### src/rtl/reg_dump_reader.sv
// Walks register numbers FIRST_REG..LAST_REG over a register-file read port.
// Each captured (number, data) pair goes to a debug sink through a valid/ready handshake.
module reg_dump_reader #(
    parameter int FIRST_REG = 1,
    parameter int LAST_REG  = 31,
    parameter int WIDTH     = 32
) (
    input  logic             clk,
    input  logic             rst_n,
    input  logic             start,
    input  logic             abort,
    output logic [4:0]       RN,
    input  logic [WIDTH-1:0] RD,
    output logic             out_valid,
    input  logic             out_ready,
    output logic [4:0]       out_num,
    output logic [WIDTH-1:0] out_data,
    output logic             busy,
    output logic             done
);

    generate
        if (FIRST_REG < 0 || FIRST_REG > LAST_REG || LAST_REG > 31) begin : g_bad_range
            $error("reg_dump_reader: need 0 <= FIRST_REG <= LAST_REG <= 31");
        end
    endgenerate

    localparam logic [4:0] FIRST_IDX = 5'(FIRST_REG);
    localparam logic [4:0] LAST_IDX  = 5'(LAST_REG);

    typedef enum logic [1:0] {
        IDLE = 2'd0,
        ADDR = 2'd1,
        SEND = 2'd2,
        DONE = 2'd3
    } state_t;

    state_t     state_reg;
    logic [4:0] idx_reg;

    always_ff @(posedge clk or negedge rst_n) begin
        if (!rst_n) begin
            state_reg <= IDLE;
            idx_reg   <= FIRST_IDX;
            RN        <= 5'd0;
            out_valid <= 1'b0;
            out_num   <= 5'd0;
            out_data  <= '0;
            busy      <= 1'b0;
            done      <= 1'b0;
        end else begin
            done <= 1'b0;
            // abort is the only path that may withdraw a pending beat
            if (abort && state_reg != IDLE) begin
                state_reg <= IDLE;
                idx_reg   <= FIRST_IDX;
                RN        <= 5'd0;
                out_valid <= 1'b0;
                busy      <= 1'b0;
            end else begin
                case (state_reg)
                    IDLE: begin
                        if (start && !abort) begin
                            state_reg <= ADDR;
                            idx_reg   <= FIRST_IDX;
                            RN        <= FIRST_IDX;
                            busy      <= 1'b1;
                        end
                    end
                    ADDR: begin
                        // RN has been stable all cycle, so RD is settled here
                        out_data  <= RD;
                        out_num   <= idx_reg;
                        out_valid <= 1'b1;
                        state_reg <= SEND;
                    end
                    SEND: begin
                        if (out_ready) begin
                            out_valid <= 1'b0;
                            if (idx_reg == LAST_IDX) begin
                                state_reg <= DONE;
                                done      <= 1'b1;
                            end else begin
                                idx_reg   <= idx_reg + 5'd1;
                                RN        <= idx_reg + 5'd1;
                                state_reg <= ADDR;
                            end
                        end
                    end
                    DONE: begin
                        state_reg <= IDLE;
                        idx_reg   <= FIRST_IDX;
                        RN        <= 5'd0;
                        busy      <= 1'b0;
                    end
                    default: state_reg <= IDLE;
                endcase
            end
        end
    end

endmodule

### config.mk
export PLATFORM = sky130hd
export DESIGN_NAME = reg_dump_reader
export DESIGN_NICKNAME = d
export VERILOG_FILES = /design/src/rtl/reg_dump_reader.sv
export SDC_FILE = /design/constraint.sdc
export NUM_CORES = 1
export LEC_CHECK = 0
export BUFFER_PORTS_ARGS = -buffer_cell sky130_fd_sc_hd__buf_2
export CORE_MARGIN = 2
export CORE_UTILIZATION = 50
export DETAILED_ROUTE_END_ITERATION = 7
export PLACE_DENSITY = 0.85
export SLEW_MARGIN = 20
export SYNTH_ARGS = -nofsm -noshare
export SYNTH_HDL_FRONTEND = slang
export SYNTH_SLANG_ARGS = --single-unit
### constraint.sdc
create_clock -name clk -period 6.02 [get_ports clk]
set_clock_uncertainty 0.1 [all_clocks]
set_input_delay 1.204 -clock clk [delete_from_list [all_inputs] [get_ports clk]]
set_output_delay 1.204 -clock clk [all_outputs]
set_load 0.01 [all_outputs]
==> out/metrics.csv <==
stage,metric,value,unit
worst_setup_path,Worst setup SP type,primary input,
routing,WL/cell,13.9,um
clock_network,H-tree levels,2,
run,max cap viols,0,
power,power density cells,324,mW/mm^2
clock_network,Longest Clk Path Bufs,2,
global_route,initial antenna violation count,0,
layout,synth-to-layout area growth,24.6,%
sta,Slew Limit Fails,0,
clock_network,CTS tree,done,
floorplan,core area,0.00403,mm^2
clock_network,worst skew pair latency,290,ps
layout,Largest register FFs,32,
worst_setup_path,"CP delay by family, top",simple AND/OR/NAND/NOR gates,
worst_setup_path,peak per-stage delay on the critical path,790,ps
sta,min Tclk post-route,3200,ps
layout,# nets final,265,
sta,Final Hold Viols,0,
clock_network,post-CTS sizing,0,
global_route,largest net degree at the start of global routing,53,
sta,unrepaired setup endpoints after global routing,false,
worst_setup_path,crit path max-delay cell type,nor3b_2,
logic_synthesis,leading area contributor after synthesis,dfrtp_1,
sta,# setup viols final,0,
routing,Via-to-Cell Ratio,4.99,
sta,Slew HR,0.344,
logic_synthesis,syn nets,181,
global_route,GRT overflow,0,
sta,Slew @ Worst Pin,980,ps
min_path,HP Class,reg -> reg,
logic_synthesis,Yosys reg bits,52,
routing,DRC viols,0,
floorplan,Initial Util,0.522,
floorplan,die area,0.00474,mm^2
logic_synthesis,post-synthesis cell count,142,
logic_synthesis,post-synthesis async set-or-reset flop share,1.00,
layout,Fillers,311,
logic_synthesis,synth unique cells,30,
logic_synthesis,post-synth top area share,0.606,
clock_network,clk sinks,52,
outcome,outcome,"finished, final reports clean",
worst_setup_path,Critical Path RT,6090,ps
logic_synthesis,Area contributors post-synth,"dfrtp_1, mux2_2, a22o_2, mux2i_1, o21ai_0",
power,P_leak,1.32,nW
clock_network,Hold Buf Count CTS,0,
logic_synthesis,sequential share of the synthesized area,0.619,
global_route,vias in the first global route,1411,
placed_design,hpwl dp,2.85,mm
layout,fraction of layout cells with a size suffix above 1,0.604,
worst_setup_path,"critical path, cell by cell",buf_2 > nor3b_2 > buf_4 > o21bai_4 > or2_1 > o21ai_0,
logic_synthesis,Syn Area/Cell,14.8,um^2
global_route,overall global routing resource usage,0.171,
routing,Total Wirelength,3.86,mm
power,VDD IR max,207,uV
logic_synthesis,"EDFF count, synth",0,
routing,Initial DRT Pass Iterations,4,
logic_synthesis,Post-Synthesis Cell Area,0.00210,mm^2
floorplan,row cnt,23,
worst_setup_path,crit end category,register,
routing,vias,1382,
floorplan,I/O pin cnt,82,
logic_synthesis,Post-synth top flop,dfrtp_1,
worst_setup_path,WS Path Type,in -> reg,
floorplan,die height,68.9,um
worst_setup_path,WP data arrival,3270,ps
global_route,first-pass GRT wire length,5.98,mm
layout,antenna diode count,0,
logic_synthesis,Yosys warnings,0,
clock_network,TritonCTS buffer count,5,
sta,setup TNS,0,ps
placed_design,# port buffers,81,
layout,largest register by flop count,out_data,
worst_setup_path,CP bufs+invs,2,
routing,initial DRC count,52,
clock_network,root buffer cell,clkbuf_8,
clock_network,"Setup Fix Bufs, Post-CTS",0,
clock_network,clock transition at the registers of the reported paths,80,ps
placed_design,Final GP Congestion,0.806,
power,Pwr Total,848,uW
sta,fmax,0.312,GHz
worst_setup_path,FF-to-FF setup slack,3280,ps
floorplan,die outline width,68.9,um
worst_setup_path,Crit Path Max Fanout,25,
routing,ANT nets after route,0,
sta,fin crit share,0.532,
## power by group
part           total (mW)  switching [mW]  internal [mW]
Sequential          0.455          0.0368          0.418
Combinational       0.210          0.0989          0.111
Clock               0.183           0.101         0.0817
## final cells by class
type / instances / area (um^2) / share of cell area
flip-flops and latches: 52 / 1300 / 0.497
multi-input cells: 82 / 747 / 0.285
repair buffers: 83 / 420 / 0.160
clock buffers: 7 / 76.3 / 0.0291
well taps: 50 / 62.6 / 0.0239
inverters: 2 / 7.51 / 0.00286
clock inverters: 1 / 5.00 / 0.00191
## synth_stat cells (all sizes together), types with 3 or more instances
cell / n
nor2: 5
mux2i: 3
nand2: 3
dfrtp: 51
o21ai: 6
mux2: 37
nor3: 4
buf: 5
a22o: 4
## worst register-to-register path: stages, from the launching register on
cell and delay [ps]:
dfrtp_1 530, nor3b_2 860, buf_4 450, o21bai_4 220
or2_1 310, o21ai_0 150
## stage by stage
stage,setup WS (ps),hold slack (ps),std cells,util,area [um^2]
6_report,2820,405,277,0.651,2620
5_1_grt,2590,414,277,0.651,2620
3_5_place_dp,2450,378,269,0.630,2540
2_1_floorplan,3640,387,142,-,2100
4_1_cts,2770,409,277,0.651,2620
3_3_place_gp,2520,364,269,0.630,2540
## logic make-up after synthesis
group           count (synthesis)  share of synthesized area
mux                            40                      0.212
flops                          52                      0.619
compound gates                 18                     0.0678
fa+ha+maj                       2                     0.0119
buf+inv                         8                     0.0285
xor+xnor                        2                    0.00832
simple gates                   20                     0.0523
## layout by cell type, fill, tap and decap left out, types with 2 or more instances in the layout
cell type	n
mux2_2	37
clkbuf_8	5
o21ai_0	6
xnor2_1	2
nand2_1	3
inv_1	2
clkbuf_1	2
o31ai_1	2
mux2i_1	3
dfrtp_1	51
nor2b_1	2
a22o_2	4
ha_1	2
buf_2	81
nor2_1	5
buf_4	2
nor3_1	3
a21o_2	2
## worst paths after layout
| path | start | endpoint | depth (start not counted) |
|---|---|---|---|
| max | abort | RN[0] | 6 |
| min | RN[3] | RN[3] | 1 |
| max reg2reg | state_reg[0] | RN[0] | 5 |
| min reg2reg | RN[3] | RN[3] | 1 |
| max in group asynchronous | rst_n | idx_reg[4] | 2 |
| min in group asynchronous | rst_n | out_data[3] | 2 |
## routing by layer
layer  track usage  vias up  wire length (um)  part of all wire
met4        0.0686        0                43             0.011
li1              -      667                 -                 -
met2         0.297       55              2010              0.52
met3        0.0471        6               237             0.061
met1         0.202      654              1570              0.41
met5             0        -                 0                 0
Power figures use the tool's default switching activity.
